**config.mk**
```make
export PLATFORM = sky130hd
export DESIGN_NAME = if_redirect_ctrl
export DESIGN_NICKNAME = d
export VERILOG_FILES = /design/src/rtl/if_redirect_ctrl_pkg.sv /design/src/rtl/if_redirect_ctrl_arb.sv /design/src/rtl/if_redirect_ctrl.sv
export SDC_FILE = /design/constraint.sdc
export NUM_CORES = 1
export LEC_CHECK = 0
export CORE_MARGIN = 1.5
export CORE_UTILIZATION = 37
export DETAILED_ROUTE_END_ITERATION = 12
export HOLD_SLACK_MARGIN = 0.05
export PLACE_DENSITY = 0.84
export SKIP_CTS_REPAIR_TIMING = 1
export SKIP_LAST_GASP = 1
export SYNTH_ARGS = -nofsm -noshare
export SYNTH_HDL_FRONTEND = slang
export SYNTH_HIERARCHICAL = 1
export SYNTH_SLANG_ARGS = --single-unit
```
**constraint.sdc**
```tcl
create_clock -name i_clk -period 2.75 [get_ports i_clk]
set_clock_uncertainty 0.15 [all_clocks]
set_input_delay 0.6875 -clock i_clk [delete_from_list [all_inputs] [get_ports i_clk]]
set_output_delay 0.6875 -clock i_clk [all_outputs]
set_load 0.02 [all_outputs]
```
**src/rtl/if_redirect_ctrl_pkg.sv**
```systemverilog
// rtl/if_redirect_ctrl_pkg.sv - shared types and helpers for the PC redirect controller
package if_redirect_ctrl_pkg;

    localparam int MXLEN = 32;

    typedef enum logic [1:0] {
        SRC_IF0 = 2'd0,
        SRC_IF1 = 2'd1,
        SRC_IF2 = 2'd2,
        SRC_EXU = 2'd3
    } redir_src_e;

    typedef enum logic [1:0] {
        RS_IDLE  = 2'd0,
        RS_HOLD  = 2'd1,
        RS_DRAIN = 2'd2
    } redir_state_e;

    typedef struct packed {
        logic [MXLEN-1:0] npc;
        redir_src_e       src;
    } redir_req_t;

    // Stages younger than the redirecting stage are squashed: bit0=if0, bit1=if1, bit2=if2.
    function automatic logic [2:0] flush_mask(input redir_src_e src);
        logic [2:0] m;
        m = 3'b000;
        case (src)
            SRC_IF1: m = 3'b001;
            SRC_IF2: m = 3'b011;
            SRC_EXU: m = 3'b111;
            default: m = 3'b000;
        endcase
        return m;
    endfunction

endpackage

```
**src/rtl/if_redirect_ctrl_arb.sv**
```systemverilog
// rtl/if_redirect_ctrl_arb.sv - fixed-priority npc/valid select across the four redirect sources
module if_redirect_ctrl_arb #(
    parameter int XLEN = 32
) (
    input  logic [XLEN-1:0] i_if0_npc,
    input  logic            i_if0_valid,
    input  logic [XLEN-1:0] i_if1_npc,
    input  logic            i_if1_valid,
    input  logic [XLEN-1:0] i_if2_npc,
    input  logic            i_if2_valid,
    input  logic [XLEN-1:0] i_exu_npc,
    input  logic            i_exu_valid,
    output logic            o_valid,
    output logic [XLEN-1:0] o_npc
);

    // Oldest stage wins: exu > if2 > if1 > if0.
    always_comb begin
        o_valid = i_exu_valid | i_if2_valid | i_if1_valid | i_if0_valid;
        o_npc   = '0;
        if (i_exu_valid)      o_npc = i_exu_npc;
        else if (i_if2_valid) o_npc = i_if2_npc;
        else if (i_if1_valid) o_npc = i_if1_npc;
        else if (i_if0_valid) o_npc = i_if0_npc;
    end

endmodule

```
**src/rtl/if_redirect_ctrl.sv**
```systemverilog
// rtl/if_redirect_ctrl.sv - redirect sequencing, hold, drain window, flush pulses and fetch epoch
module if_redirect_ctrl
    import if_redirect_ctrl_pkg::*;
#(
    parameter int XLEN         = MXLEN,
    parameter int EPOCH_W      = 2,
    parameter int DRAIN_CYCLES = 3
) (
    input  logic               i_clk,
    input  logic               i_rst_n,
    input  logic [XLEN-1:0]    i_if0_pcRedirect_npc,
    input  logic [XLEN-1:0]    i_if1_pcRedirect_npc,
    input  logic [XLEN-1:0]    i_if2_pcRedirect_npc,
    input  logic [XLEN-1:0]    i_exu_pcRedirect_npc,
    input  logic               i_if0_pcRedirect_npc_valid,
    input  logic               i_if1_pcRedirect_npc_valid,
    input  logic               i_if2_pcRedirect_npc_valid,
    input  logic               i_exu_pcRedirect_npc_valid,
    input  logic               i_npcGen_ready,
    output logic               o_redir_valid,
    output logic [XLEN-1:0]    o_redir_npc,
    output logic [1:0]         o_redir_src,
    output logic               o_flush_if0,
    output logic               o_flush_if1,
    output logic               o_flush_if2,
    output logic [EPOCH_W-1:0] o_epoch
);

    localparam int                CNT_W      = (DRAIN_CYCLES < 1) ? 1 : $clog2(DRAIN_CYCLES + 1);
    localparam logic [CNT_W-1:0]  DRAIN_LOAD = CNT_W'(DRAIN_CYCLES);

    logic            w_valid;
    logic [XLEN-1:0] w_npc;
    redir_src_e      w_src;
    logic            accept;
    logic            capture;

    redir_state_e       state_q, state_d;
    logic [XLEN-1:0]    pend_npc_q, pend_npc_d;
    redir_src_e         pend_src_q, pend_src_d;
    logic [2:0]         flush_q, flush_d;
    logic [EPOCH_W-1:0] epoch_q, epoch_d;
    logic [CNT_W-1:0]   cnt_q, cnt_d;

    if_redirect_ctrl_arb #(.XLEN(XLEN)) u_arb (
        .i_if0_npc   (i_if0_pcRedirect_npc),
        .i_if0_valid (i_if0_pcRedirect_npc_valid),
        .i_if1_npc   (i_if1_pcRedirect_npc),
        .i_if1_valid (i_if1_pcRedirect_npc_valid),
        .i_if2_npc   (i_if2_pcRedirect_npc),
        .i_if2_valid (i_if2_pcRedirect_npc_valid),
        .i_exu_npc   (i_exu_pcRedirect_npc),
        .i_exu_valid (i_exu_pcRedirect_npc_valid),
        .o_valid     (w_valid),
        .o_npc       (w_npc)
    );

    // 4:2 priority encoder giving the winning source id.
    always_comb begin
        w_src = SRC_IF0;
        if (i_exu_pcRedirect_npc_valid)      w_src = SRC_EXU;
        else if (i_if2_pcRedirect_npc_valid) w_src = SRC_IF2;
        else if (i_if1_pcRedirect_npc_valid) w_src = SRC_IF1;
    end

    // Decide whether this cycle's winner is taken; an accepted exu entry shadows younger-stage requests.
    always_comb begin
        accept  = (state_q == RS_HOLD) && i_npcGen_ready;
        capture = 1'b0;
        case (state_q)
            RS_IDLE: capture = w_valid;
            RS_HOLD: begin
                if (accept && (pend_src_q == SRC_EXU))
                    capture = w_valid && (w_src == SRC_EXU);
                else
                    capture = w_valid && (accept || (w_src >= pend_src_q));
            end
            RS_DRAIN: capture = w_valid && (w_src == SRC_EXU);
            default:  capture = 1'b0;
        endcase
    end

    // Next-state, pending entry, flush, epoch and drain counter.
    always_comb begin
        state_d    = state_q;
        pend_npc_d = pend_npc_q;
        pend_src_d = pend_src_q;
        flush_d    = 3'b000;
        epoch_d    = epoch_q;
        cnt_d      = cnt_q;
        if (capture) begin
            state_d    = RS_HOLD;
            pend_npc_d = w_npc;
            pend_src_d = w_src;
            flush_d    = flush_mask(w_src);
            cnt_d      = '0;
            if (w_src == SRC_EXU) epoch_d = epoch_q + EPOCH_W'(1);
        end else begin
            case (state_q)
                RS_HOLD: begin
                    if (accept) begin
                        if ((pend_src_q == SRC_EXU) && (DRAIN_CYCLES > 0)) begin
                            state_d = RS_DRAIN;
                            cnt_d   = DRAIN_LOAD;
                        end else begin
                            state_d = RS_IDLE;
                        end
                    end
                end
                RS_DRAIN: begin
                    cnt_d = cnt_q - CNT_W'(1);
                    if (cnt_q == CNT_W'(1)) state_d = RS_IDLE;
                end
                default: ;
            endcase
        end
    end

    // State and output registers.
    always_ff @(posedge i_clk or negedge i_rst_n) begin
        if (!i_rst_n) begin
            state_q    <= RS_IDLE;
            pend_npc_q <= '0;
            pend_src_q <= SRC_IF0;
            flush_q    <= 3'b000;
            epoch_q    <= '0;
            cnt_q      <= '0;
        end else begin
            state_q    <= state_d;
            pend_npc_q <= pend_npc_d;
            pend_src_q <= pend_src_d;
            flush_q    <= flush_d;
            epoch_q    <= epoch_d;
            cnt_q      <= cnt_d;
        end
    end

    assign o_redir_valid = (state_q == RS_HOLD);
    assign o_redir_npc   = pend_npc_q;
    assign o_redir_src   = pend_src_q;
    assign o_flush_if0   = flush_q[0];
    assign o_flush_if1   = flush_q[1];
    assign o_flush_if2   = flush_q[2];
    assign o_epoch       = epoch_q;

endmodule

```
==> impl_metrics.xml, run 1 <==
<?xml version="1.0" encoding="UTF-8"?>
<metrics>
  <group name="status">
    <metric name="run_status" unit="">completed</metric>
  </group>
  <group name="sta">
    <metric name="worst_hold_slack_after_final_layout" unit="ns">0.315</metric>
    <metric name="timing_hold_violations_final" unit="">0</metric>
    <metric name="worst_slew_margin_rel" unit="">0.357</metric>
    <metric name="period_minus_slack" unit="ns">2.68</metric>
    <metric name="report.final.slew_viol_count" unit="">0</metric>
    <metric name="finalSetupViolations" unit="">0</metric>
    <metric name="grt_setup_unrepaired" unit="">no</metric>
    <metric name="share_of_the_cycle_needed_by_the_critical_path_after_routing" unit="">0.973</metric>
    <metric name="slew_at_the_pin_closest_to_its_max_slew_limit" unit="ns">0.964</metric>
    <metric name="top_achievable_clock_speed" unit="GHz">0.374</metric>
  </group>
  <group name="floorplan">
    <metric name="fp.dieH" unit="um">87.9</metric>
    <metric name="coreArea" unit="um2">6870</metric>
    <metric name="ios" unit="">175</metric>
    <metric name="die_area" unit="um2">7730</metric>
    <metric name="die_w" unit="um">87.9</metric>
    <metric name="initial_core_util" unit="">0.388</metric>
    <metric name="rows" unit="">30</metric>
  </group>
  <group name="synth">
    <metric name="synth_seq_cells" unit="">43</metric>
    <metric name="synth_top_cell_area_share" unit="">0.403</metric>
    <metric name="synthCells" unit="">251</metric>
    <metric name="synth.area.top_cells" unit="">dfrtp_1 (40%), mux2_4 (7.9%), mux2_2 (7.6%)</metric>
    <metric name="synthMostInstantiatedCell" unit="">dfrtp_1</metric>
    <metric name="synthesis.yosys.warnings" unit="">6</metric>
    <metric name="synth-edff-count" unit="">0</metric>
    <metric name="asyncSetResetFlopFracSynth" unit="">1.00</metric>
    <metric name="synth_common_cells" unit="">dfrtp_1 (43), a21oi_1 (32), o22ai_1 (31)</metric>
    <metric name="mappedNetlistArea" unit="um2">2670</metric>
    <metric name="yosysSeqAreaShare" unit="">0.403</metric>
    <metric name="post_synth.cell_area_avg" unit="um2">10.6</metric>
    <metric name="syn_nets" unit="">389</metric>
    <metric name="synth_ff_type" unit="">dfrtp_1</metric>
    <metric name="yosys.area.top_type" unit="">dfrtp_1</metric>
    <metric name="synth_unique_cells" unit="">43</metric>
  </group>
  <group name="global_routing">
    <metric name="pin_count_of_the_biggest_net_entering_global_routing" unit="">44</metric>
    <metric name="first_pass_grt_wire_length" unit="um">14100</metric>
    <metric name="globalRouteOverflowTotal" unit="">0</metric>
    <metric name="antenna_violations_before_repair" unit="">0</metric>
    <metric name="global_route.usage.total" unit="">0.233</metric>
    <metric name="first_global_vias" unit="">2945</metric>
  </group>
  <group name="power_and_ir_drop">
    <metric name="internal_power" unit="uW">2530</metric>
    <metric name="ir_drop" unit="uV">364</metric>
    <metric name="sw_ratio" unit="">0.363</metric>
    <metric name="total_leakage_power" unit="uW">0.00188</metric>
    <metric name="power_switching" unit="uW">1450</metric>
    <metric name="comb_power_share" unit="">0.587</metric>
    <metric name="share_seq_of_total_power" unit="">0.286</metric>
    <metric name="clockPowerShare" unit="">0.127</metric>
    <metric name="p_per_area" unit="nW/um2">852</metric>
  </group>
  <group name="detailed_routing">
    <metric name="drt_iter0_drc" unit="">74</metric>
    <metric name="post_detailed_route_drc_marker_count" unit="">0</metric>
    <metric name="num_vias" unit="">2826</metric>
    <metric name="route.detailed.wl_per_inst" unit="um">17.4</metric>
    <metric name="routed_via_density" unit="">5.36</metric>
    <metric name="drt_pass_1_iters" unit="">4</metric>
    <metric name="drtAntennaViolNets" unit="">0</metric>
    <metric name="post_route_wl" unit="um">9180</metric>
  </group>
  <group name="cells_and_area">
    <metric name="final_layout_size_suffix_gt1_frac" unit="">0.181</metric>
    <metric name="finish.cell_count_without_fillers" unit="">527</metric>
    <metric name="design.final.nets" unit="">568</metric>
    <metric name="diodes" unit="">0</metric>
    <metric name="stdcell_area" unit="um2">4670</metric>
    <metric name="synthToLayoutAreaGrowth" unit="%">75.2</metric>
  </group>
  <group name="cts">
    <metric name="worstSkewPairLatency" unit="ns">0.29</metric>
    <metric name="cts_inserted_buffers" unit="">5</metric>
    <metric name="clock_tree.root_cell" unit="">clkbuf_8</metric>
    <metric name="clock_tree_from_tritoncts" unit="">done</metric>
    <metric name="clock_path_buffers" unit="">2</metric>
    <metric name="cts.reportedPaths.clkPinSlew" unit="ns">0.08</metric>
    <metric name="htree_levels" unit="">2</metric>
    <metric name="cts.sinks" unit="">43</metric>
  </group>
  <group name="flow_run">
    <metric name="max_cap_violations" unit="">0</metric>
  </group>
  <group name="hold_path">
    <metric name="hold_path_class" unit="">register to register</metric>
  </group>
  <group name="place">
    <metric name="placedInstanceArea" unit="um2">4550</metric>
    <metric name="post-dp-hpwl" unit="um">6940</metric>
    <metric name="gp_routability_congestion" unit="">0.826</metric>
    <metric name="post-place-cells" unit="">519</metric>
    <metric name="place.port_buffers" unit="">174</metric>
  </group>
  <group name="worst_setup_path">
    <metric name="worstPathCellList" unit="">clkdlybuf4s50_1 -&gt; a21oi_2 -&gt; ha_1 -&gt; nand2b_4 -&gt; a2111oi_4 -&gt; nor3_4 -&gt; buf_12 -&gt; mux2_4</metric>
    <metric name="cpPeakStageDelay" unit="ns">0.47</metric>
    <metric name="cp.buffers_inverters" unit="">2</metric>
    <metric name="critPathLaunchType" unit="">primary input</metric>
    <metric name="type_of_destination_of_the_critical_path" unit="">register</metric>
    <metric name="setup.worst_path.class" unit="">primary input to register</metric>
    <metric name="worst_ep_required_time" unit="ns">2.78</metric>
    <metric name="crit_path_top_delay_cell" unit="">clkdlybuf4s50_1</metric>
    <metric name="cp.arrival" unit="ns">2.70</metric>
    <metric name="worst_path_dominant_cell_family" unit="">buffers and inverters</metric>
    <metric name="critical_path_peak_fanout" unit="">18</metric>
  </group>
</metrics>
[registers in the layout, indices dropped and copies added, names as in the netlist]
signal       cells
o_redir_src      2
flush_q          3
cnt_q            2
o_epoch          2
o_redir_npc     32
state_q          2
[power by group through the flow]
stage                     Sequential, uW  Combinational (uW)  Clock, uW
after CTS                           1140                2360        521
after floorplan                     1470                 945          0
after global routing                1190                2470        543
after global placement              1140                2290          0
after detailed placement            1150                2350          0
final                               1140                2340        505
[final timing paths]
check / from / endpoint / slack [ns] / depth (start not counted)
min reg2reg: o_epoch[1] / o_epoch[1] / 0.31 / 1
max: i_if1_pcRedirect_npc_valid / o_redir_npc[3] / 0.07 / 8
min in group asynchronous: i_rst_n / o_redir_npc[9] / 0.41 / 1
min: o_epoch[1] / o_epoch[1] / 0.31 / 1
max reg2reg: o_redir_src[0] / o_redir_npc[3] / 0.63 / 6
max in group asynchronous: i_rst_n / flush_q[0] / 1.45 / 1
[routing by layer]
layer,GRT usage,vias to the layer above,wire length (um)
li1,-,1323,-
met2,0.447,131,4830
met5,0,-,0
met1,0.252,1358,3420
met3,0.0594,14,794
met4,0.0606,0,138
[stage by stage]
step | total power (uW) | TNS, ns | worst slack [ns] | utilization
2_1_floorplan | 2410 | 0 | 0.115 | -
3_5_place_dp | 3500 | -13.99 | -0.374 | 0.662
3_3_place_gp | 3420 | -9.94 | -0.272 | 0.662
4_1_cts | 4020 | -2.54 | -0.100 | 0.679
5_1_grt | 4200 | 0 | 0.0187 | 0.680
6_report | 3980 | 0 | 0.0746 | 0.680
[cell families (layout without fill, tap and decap cells)]
group                      Yosys count  in the layout  share of synthesized area
AOI/OAI and AO/OA                  108            108                      0.276
adders and majority gates            3              3                     0.0141
and+or+nand+nor                     32             32                     0.0694
DFF                                 43             43                      0.403
buffers and inverters               30            210                     0.0718
muxes                               33             33                      0.159
xor gates and xnor gates             2              2                    0.00657
[area by class of cell]
type / count / area [um2]
timing repair buffer: 194 / 1920
clock buffer: 6 / 82.6
tap: 96 / 120
multi-input combinational: 178 / 1410
fill: 536 / 2200
inverter: 8 / 30.0
sequential: 43 / 1080
clock inverter: 2 / 35.0
[layout by cell type, fill, tap and decap left out, types with 3 or more instances in the layout]
cell,n
mux2_4,14
inv_1,7
nand2_1,5
a22oi_1,25
mux2_2,18
ha_1,3
nor2_1,10
dfrtp_1,43
a22oi_2,5
buf_4,18
clkdlybuf4s50_1,171
clkbuf_8,6
a21oi_2,3
a21oi_1,31
a211oi_1,4
o22ai_1,31
No activity file was read; power rests on OpenSTA's default activity.
==> inputs of run 2 (changes only) <==
Settings changed: CORE_MARGIN 1.5 to 4, HOLD_SLACK_MARGIN 0.05 to 0.15.
==> impl_metrics.xml, run 2 (synthesized netlist as in run 1, its figures left out) <==
<?xml version="1.0" encoding="UTF-8"?>
<metrics>
  <group name="floorplan">
    <metric name="initial_core_util" unit="">0.386</metric>
    <metric name="ios" unit="">175</metric>
    <metric name="die_area" unit="um2">8630</metric>
    <metric name="coreArea" unit="um2">6910</metric>
    <metric name="rows" unit="">30</metric>
    <metric name="die_w" unit="um">92.9</metric>
    <metric name="fp.dieH" unit="um">92.9</metric>
  </group>
  <group name="global_routing">
    <metric name="antenna_violations_before_repair" unit="">0</metric>
    <metric name="first_pass_grt_wire_length" unit="um">14700</metric>
    <metric name="global_route.usage.total" unit="">0.213</metric>
    <metric name="globalRouteOverflowTotal" unit="">0</metric>
    <metric name="first_global_vias" unit="">3001</metric>
    <metric name="pin_count_of_the_biggest_net_entering_global_routing" unit="">44</metric>
  </group>
  <group name="worst_setup_path">
    <metric name="critical_path_peak_fanout" unit="">12</metric>
    <metric name="r2r-start" unit="">o_redir_src[0]</metric>
    <metric name="cp.arrival" unit="ns">2.65</metric>
    <metric name="worst_ep_required_time" unit="ns">2.77</metric>
    <metric name="timing.rr.end" unit="">o_redir_npc[2]</metric>
    <metric name="critPathLaunchType" unit="">primary input</metric>
    <metric name="type_of_destination_of_the_critical_path" unit="">register</metric>
    <metric name="r2r_slack" unit="ns">0.46</metric>
    <metric name="number_of_cells_on_the_worst_reg_to_reg_path" unit="">7</metric>
    <metric name="critPathCapture" unit="">o_redir_npc[2]</metric>
    <metric name="setup.worst_path.class" unit="">primary input to register</metric>
    <metric name="timing.critical_path.from" unit="">i_exu_pcRedirect_npc_valid</metric>
  </group>
  <group name="cts">
    <metric name="htree_levels" unit="">2</metric>
    <metric name="cts_inserted_buffers" unit="">5</metric>
    <metric name="cts.reportedPaths.clkPinSlew" unit="ns">0.08</metric>
    <metric name="clock_path_buffers" unit="">2</metric>
    <metric name="clock_tree.root_cell" unit="">clkbuf_8</metric>
    <metric name="worstSkewPairLatency" unit="ns">0.29</metric>
    <metric name="cts.sinks" unit="">43</metric>
    <metric name="clock_tree_from_tritoncts" unit="">done</metric>
  </group>
  <group name="sta">
    <metric name="finalSetupViolations" unit="">0</metric>
    <metric name="slew_at_the_pin_closest_to_its_max_slew_limit" unit="ns">0.974</metric>
    <metric name="period_minus_slack" unit="ns">2.62</metric>
    <metric name="share_of_the_cycle_needed_by_the_critical_path_after_routing" unit="">0.954</metric>
    <metric name="report.final.slew_viol_count" unit="">0</metric>
    <metric name="worst_hold_slack_after_final_layout" unit="ns">0.338</metric>
    <metric name="worst_slew_margin_rel" unit="">0.350</metric>
    <metric name="timing_hold_violations_final" unit="">0</metric>
    <metric name="grt_setup_unrepaired" unit="">no</metric>
    <metric name="top_achievable_clock_speed" unit="GHz">0.381</metric>
  </group>
  <group name="place">
    <metric name="gp_routability_congestion" unit="">0.892</metric>
    <metric name="placedInstanceArea" unit="um2">4540</metric>
    <metric name="place.port_buffers" unit="">174</metric>
    <metric name="post-dp-hpwl" unit="um">7040</metric>
  </group>
  <group name="cells_and_area">
    <metric name="largest_reg_flops" unit="">32</metric>
    <metric name="most-common-layout-cells" unit="">clkdlybuf4s50_1 (170), dfrtp_1 (43), a21oi_1 (31), o22ai_1 (31), a22oi_1 (25)</metric>
    <metric name="synthToLayoutAreaGrowth" unit="%">76.4</metric>
    <metric name="stdcell_area" unit="um2">4710</metric>
    <metric name="register_area" unit="um2">1080</metric>
    <metric name="design.final.nets" unit="">570</metric>
    <metric name="footprint_of_the_multi_input_gates" unit="um2">1430</metric>
    <metric name="final_common_cell" unit="">clkdlybuf4s50_1</metric>
    <metric name="fillCellCount" unit="">558</metric>
    <metric name="diodes" unit="">0</metric>
    <metric name="final_layout_size_suffix_gt1_frac" unit="">0.187</metric>
  </group>
  <group name="power_and_ir_drop">
    <metric name="p_per_area" unit="nW/um2">850</metric>
    <metric name="ir_drop" unit="uV">496</metric>
    <metric name="total_leakage_power" unit="uW">0.00189</metric>
  </group>
  <group name="detailed_routing">
    <metric name="drtAntennaViolNets" unit="">0</metric>
    <metric name="route.detailed.wl_per_inst" unit="um">18.1</metric>
    <metric name="num_vias" unit="">2804</metric>
    <metric name="drt_iter0_drc" unit="">99</metric>
    <metric name="post_detailed_route_drc_marker_count" unit="">0</metric>
    <metric name="post_route_wl" unit="um">9580</metric>
    <metric name="routed_via_density" unit="">5.30</metric>
    <metric name="drt_pass_1_iters" unit="">4</metric>
  </group>
  <group name="status">
    <metric name="run_status" unit="">completed</metric>
  </group>
  <group name="flow_run">
    <metric name="max_cap_violations" unit="">0</metric>
  </group>
  <group name="hold_path">
    <metric name="hold_path_class" unit="">register to register</metric>
  </group>
</metrics>
[run 2: cell types whose count changed in the layout (fill, tap and decap cells not counted)]
cell and delta:
clkbuf_16 +1, buf_4 -1, ha_4 +1, buf_2 +2, buf_12 +1, clkdlybuf4s50_1 -1
clkbuf_1 +1, clkbuf_8 +1, ha_1 -1, clkinv_2 -1, bufinv_16 -1
[run 2: routing by layer]
| layer | share of wire | vias to the layer above | wire length (um) | GRT usage |
|---|---|---|---|---|
| li1 | - | 1328 | - | - |
| met1 | 0.39 | 1332 | 3750 | 0.244 |
| met2 | 0.50 | 132 | 4790 | 0.388 |
| met3 | 0.097 | 12 | 931 | 0.0674 |
| met4 | 0.011 | 0 | 110 | 0.0440 |
| met5 | 0 | - | 0 | 0 |
[run 2: worst min path at each step]
| stage | endpoint | from | cells after the start |
|---|---|---|---|
| after floorplan | cnt_q[0] | i_rst_n | 0 |
| after global placement | o_epoch[1] | o_epoch[1] | 1 |
| after detailed placement | o_epoch[1] | o_epoch[1] | 1 |
| after CTS | o_epoch[1] | o_epoch[1] | 1 |
| after global routing | o_epoch[1] | o_epoch[1] | 1 |
| final | o_epoch[1] | o_epoch[1] | 1 |
[run 2: cell type report]
cell class                      instances  area share
Multi-Input combinational cell        178       0.303
Inverter                                8     0.00638
Tap cell                               96      0.0255
Timing Repair Buffer                  196       0.415
Sequential cell                        43       0.229
Clock buffer                            8      0.0213
[run 2: stage by stage]
stage	setup WS (ns)	std cells	utilization	total power (uW)	TNS [ns]
global route	0.0985	529	0.681	4230	0
detailed placement	-0.366	517	0.657	3470	-12.84
CTS	-0.0743	525	0.672	3930	-1.24
global placement	-0.295	517	0.657	3410	-10.00
floorplan	0.115	251	-	2410	0
finish	0.128	529	0.681	4000	0
[run 2: report_power, final]
part,internal [uW],switching [uW]
clock,229,209
sequential,942,202
combinational,1360,1060
total,2530,1470
[run 2: worst max-delay path: stages]
cell and delay, ns:
dlymetal6s2s_1 0.19, or2_2 0.36, ha_4 0.23, a2111oi_4 0.44
nor3_4 0.10, buf_4 0.17, buf_12 0.15, mux2_4 0.30
==> inputs of run 3 (changes only) <==
Settings changed: CORE_ASPECT_RATIO set to 0.5.
==> impl_metrics.xml, run 3 (synthesized netlist as in run 1, its figures left out) <==
<?xml version="1.0" encoding="UTF-8"?>
<metrics>
  <group name="status">
    <metric name="run_status" unit="">completed</metric>
  </group>
  <group name="cells_and_area">
    <metric name="final_layout_size_suffix_gt1_frac" unit="">0.190</metric>
    <metric name="most-common-layout-cells" unit="">clkdlybuf4s50_1 (170), dfrtp_1 (43), a21oi_1 (31), o22ai_1 (31), a22oi_1 (25)</metric>
    <metric name="largest_reg_flops" unit="">32</metric>
    <metric name="footprint_of_the_multi_input_gates" unit="um2">1440</metric>
    <metric name="diodes" unit="">0</metric>
    <metric name="final_common_cell" unit="">clkdlybuf4s50_1</metric>
    <metric name="design.final.nets" unit="">574</metric>
    <metric name="stdcell_area" unit="um2">4810</metric>
    <metric name="fillCellCount" unit="">459</metric>
    <metric name="register_area" unit="um2">1080</metric>
    <metric name="synthToLayoutAreaGrowth" unit="%">80.2</metric>
  </group>
  <group name="hold_path">
    <metric name="hold_path_class" unit="">register to register</metric>
    <metric name="hold-path-cell-count" unit="">1</metric>
    <metric name="hp-start" unit="">o_epoch[1]</metric>
    <metric name="worstHoldEndpoint" unit="">o_epoch[1]</metric>
  </group>
  <group name="power_and_ir_drop">
    <metric name="power_switching" unit="uW">1610</metric>
    <metric name="internal_power" unit="uW">2710</metric>
    <metric name="total_leakage_power" unit="uW">0.00195</metric>
    <metric name="p_per_area" unit="nW/um2">898</metric>
    <metric name="share_seq_of_total_power" unit="">0.271</metric>
    <metric name="ir_drop" unit="uV">497</metric>
    <metric name="sw_ratio" unit="">0.372</metric>
    <metric name="comb_power_share" unit="">0.593</metric>
    <metric name="report.power.total" unit="uW">4320</metric>
    <metric name="clockPowerShare" unit="">0.136</metric>
  </group>
  <group name="global_routing">
    <metric name="antenna_violations_before_repair" unit="">0</metric>
    <metric name="global_route.usage.total" unit="">0.230</metric>
    <metric name="first_pass_grt_wire_length" unit="um">15600</metric>
    <metric name="globalRouteOverflowTotal" unit="">0</metric>
    <metric name="pin_count_of_the_biggest_net_entering_global_routing" unit="">33</metric>
    <metric name="first_global_vias" unit="">3016</metric>
  </group>
  <group name="detailed_routing">
    <metric name="post_detailed_route_drc_marker_count" unit="">0</metric>
    <metric name="drt_pass_1_iters" unit="">5</metric>
    <metric name="drtAntennaViolNets" unit="">0</metric>
    <metric name="post_route_wl" unit="um">11600</metric>
    <metric name="num_vias" unit="">2978</metric>
    <metric name="route.detailed.wl_per_inst" unit="um">22.0</metric>
    <metric name="routed_via_density" unit="">5.64</metric>
    <metric name="drt_iter0_drc" unit="">239</metric>
  </group>
  <group name="cts">
    <metric name="htree_levels" unit="">2</metric>
    <metric name="clock_path_buffers" unit="">2</metric>
    <metric name="clock_tree_from_tritoncts" unit="">done</metric>
    <metric name="clock_tree.root_cell" unit="">clkbuf_16</metric>
    <metric name="cts.reportedPaths.clkPinSlew" unit="ns">0.06</metric>
    <metric name="cts_inserted_buffers" unit="">5</metric>
    <metric name="worstSkewPairLatency" unit="ns">0.28</metric>
    <metric name="cts.sinks" unit="">43</metric>
  </group>
  <group name="floorplan">
    <metric name="coreArea" unit="um2">6830</metric>
    <metric name="fp.dieH" unit="um">68.0</metric>
    <metric name="rows" unit="">21</metric>
    <metric name="die_w" unit="um">128</metric>
    <metric name="ios" unit="">175</metric>
    <metric name="initial_core_util" unit="">0.390</metric>
    <metric name="die_area" unit="um2">8710</metric>
  </group>
  <group name="worst_setup_path">
    <metric name="critical_path_peak_fanout" unit="">7</metric>
    <metric name="cp.arrival" unit="ns">2.58</metric>
    <metric name="critPathLaunchType" unit="">primary input</metric>
    <metric name="setup.worst_path.class" unit="">primary input to register</metric>
    <metric name="timing.rr.end" unit="">o_redir_npc[8]</metric>
    <metric name="worst_ep_required_time" unit="ns">2.76</metric>
    <metric name="number_of_cells_on_the_worst_reg_to_reg_path" unit="">7</metric>
    <metric name="r2r-start" unit="">o_redir_src[0]</metric>
    <metric name="r2r_slack" unit="ns">0.48</metric>
    <metric name="type_of_destination_of_the_critical_path" unit="">register</metric>
  </group>
  <group name="sta">
    <metric name="share_of_the_cycle_needed_by_the_critical_path_after_routing" unit="">0.935</metric>
    <metric name="worst_slew_margin_rel" unit="">0.641</metric>
    <metric name="period_minus_slack" unit="ns">2.57</metric>
    <metric name="finalSetupViolations" unit="">0</metric>
    <metric name="slew_at_the_pin_closest_to_its_max_slew_limit" unit="ns">0.537</metric>
    <metric name="grt_setup_unrepaired" unit="">no</metric>
    <metric name="layout_setup_ws" unit="ns">0.178</metric>
    <metric name="top_achievable_clock_speed" unit="GHz">0.389</metric>
    <metric name="timing_hold_violations_final" unit="">0</metric>
    <metric name="report.final.slew_viol_count" unit="">0</metric>
  </group>
  <group name="flow_run">
    <metric name="max_cap_violations" unit="">0</metric>
  </group>
  <group name="place">
    <metric name="placedInstanceArea" unit="um2">4530</metric>
    <metric name="post-dp-hpwl" unit="um">8250</metric>
    <metric name="placement.setup.worst_slack" unit="ns">-0.332</metric>
    <metric name="gp_routability_congestion" unit="">0.822</metric>
    <metric name="place.port_buffers" unit="">174</metric>
  </group>
</metrics>
-- run 3: power by group through the flow --
| stage | Sequential (uW) | Clock, uW | Combinational (uW) |
|---|---|---|---|
| after global routing | 1210 | 622 | 2660 |
| after detailed placement | 1160 | 0 | 2320 |
| after CTS | 1160 | 592 | 2330 |
| after global placement | 1140 | 0 | 2240 |
| after floorplan | 1470 | 0 | 945 |
| final | 1170 | 586 | 2560 |
-- run 3: area by class of cell --
class / count / share of cell area
Tap cell: 92 / 0.0240
Timing Repair Buffer: 199 / 0.417
Inverter: 8 / 0.00625
Sequential cell: 43 / 0.224
Clock inverter: 1 / 0.00104
Multi-Input combinational cell: 179 / 0.299
Clock buffer: 6 / 0.0289
-- run 3: stage by stage --
step | util | hold WS [ns] | TNS, ns | std cells
floorplan | - | 0.242 | 0 | 251
global placement | 0.663 | 0.324 | -9.76 | 515
detailed placement | 0.663 | 0.322 | -11.94 | 515
CTS | 0.684 | 0.0549 | -0.824 | 522
global route | 0.703 | 0.357 | 0 | 528
finish | 0.703 | 0.325 | 0 | 528
-- run 3: critical path, stage by stage --
cell            delay [ns]
dlymetal6s2s_1        0.16
or2_2                 0.35
ha_4                  0.23
a2111oi_4             0.44
nor3_4                0.09
buf_12                0.16
clkbuf_16             0.16
mux2_4                0.30
-- run 3: how the worst max path moves through the flow --
stage | end | slack (ns) | cells after the start | startpoint
5_1_grt | o_redir_npc[8] | 0.13 | 8 | i_exu_pcRedirect_npc_valid
2_1_floorplan | o_redir_npc[0] | 0.11 | 7 | i_exu_pcRedirect_npc_valid
6_report | o_redir_npc[8] | 0.18 | 8 | i_exu_pcRedirect_npc_valid
3_3_place_gp | o_redir_npc[2] | -0.28 | 9 | i_if2_pcRedirect_npc_valid
4_1_cts | o_redir_npc[4] | -0.05 | 9 | i_if2_pcRedirect_npc_valid
3_5_place_dp | o_redir_npc[9] | -0.33 | 9 | i_if2_pcRedirect_npc_valid
-- run 3: per-layer routing --
metal  share of wire  GRT usage
met1            0.36      0.253
met2            0.55      0.448
met3           0.050     0.0405
met4           0.036     0.0952
met5               0          0
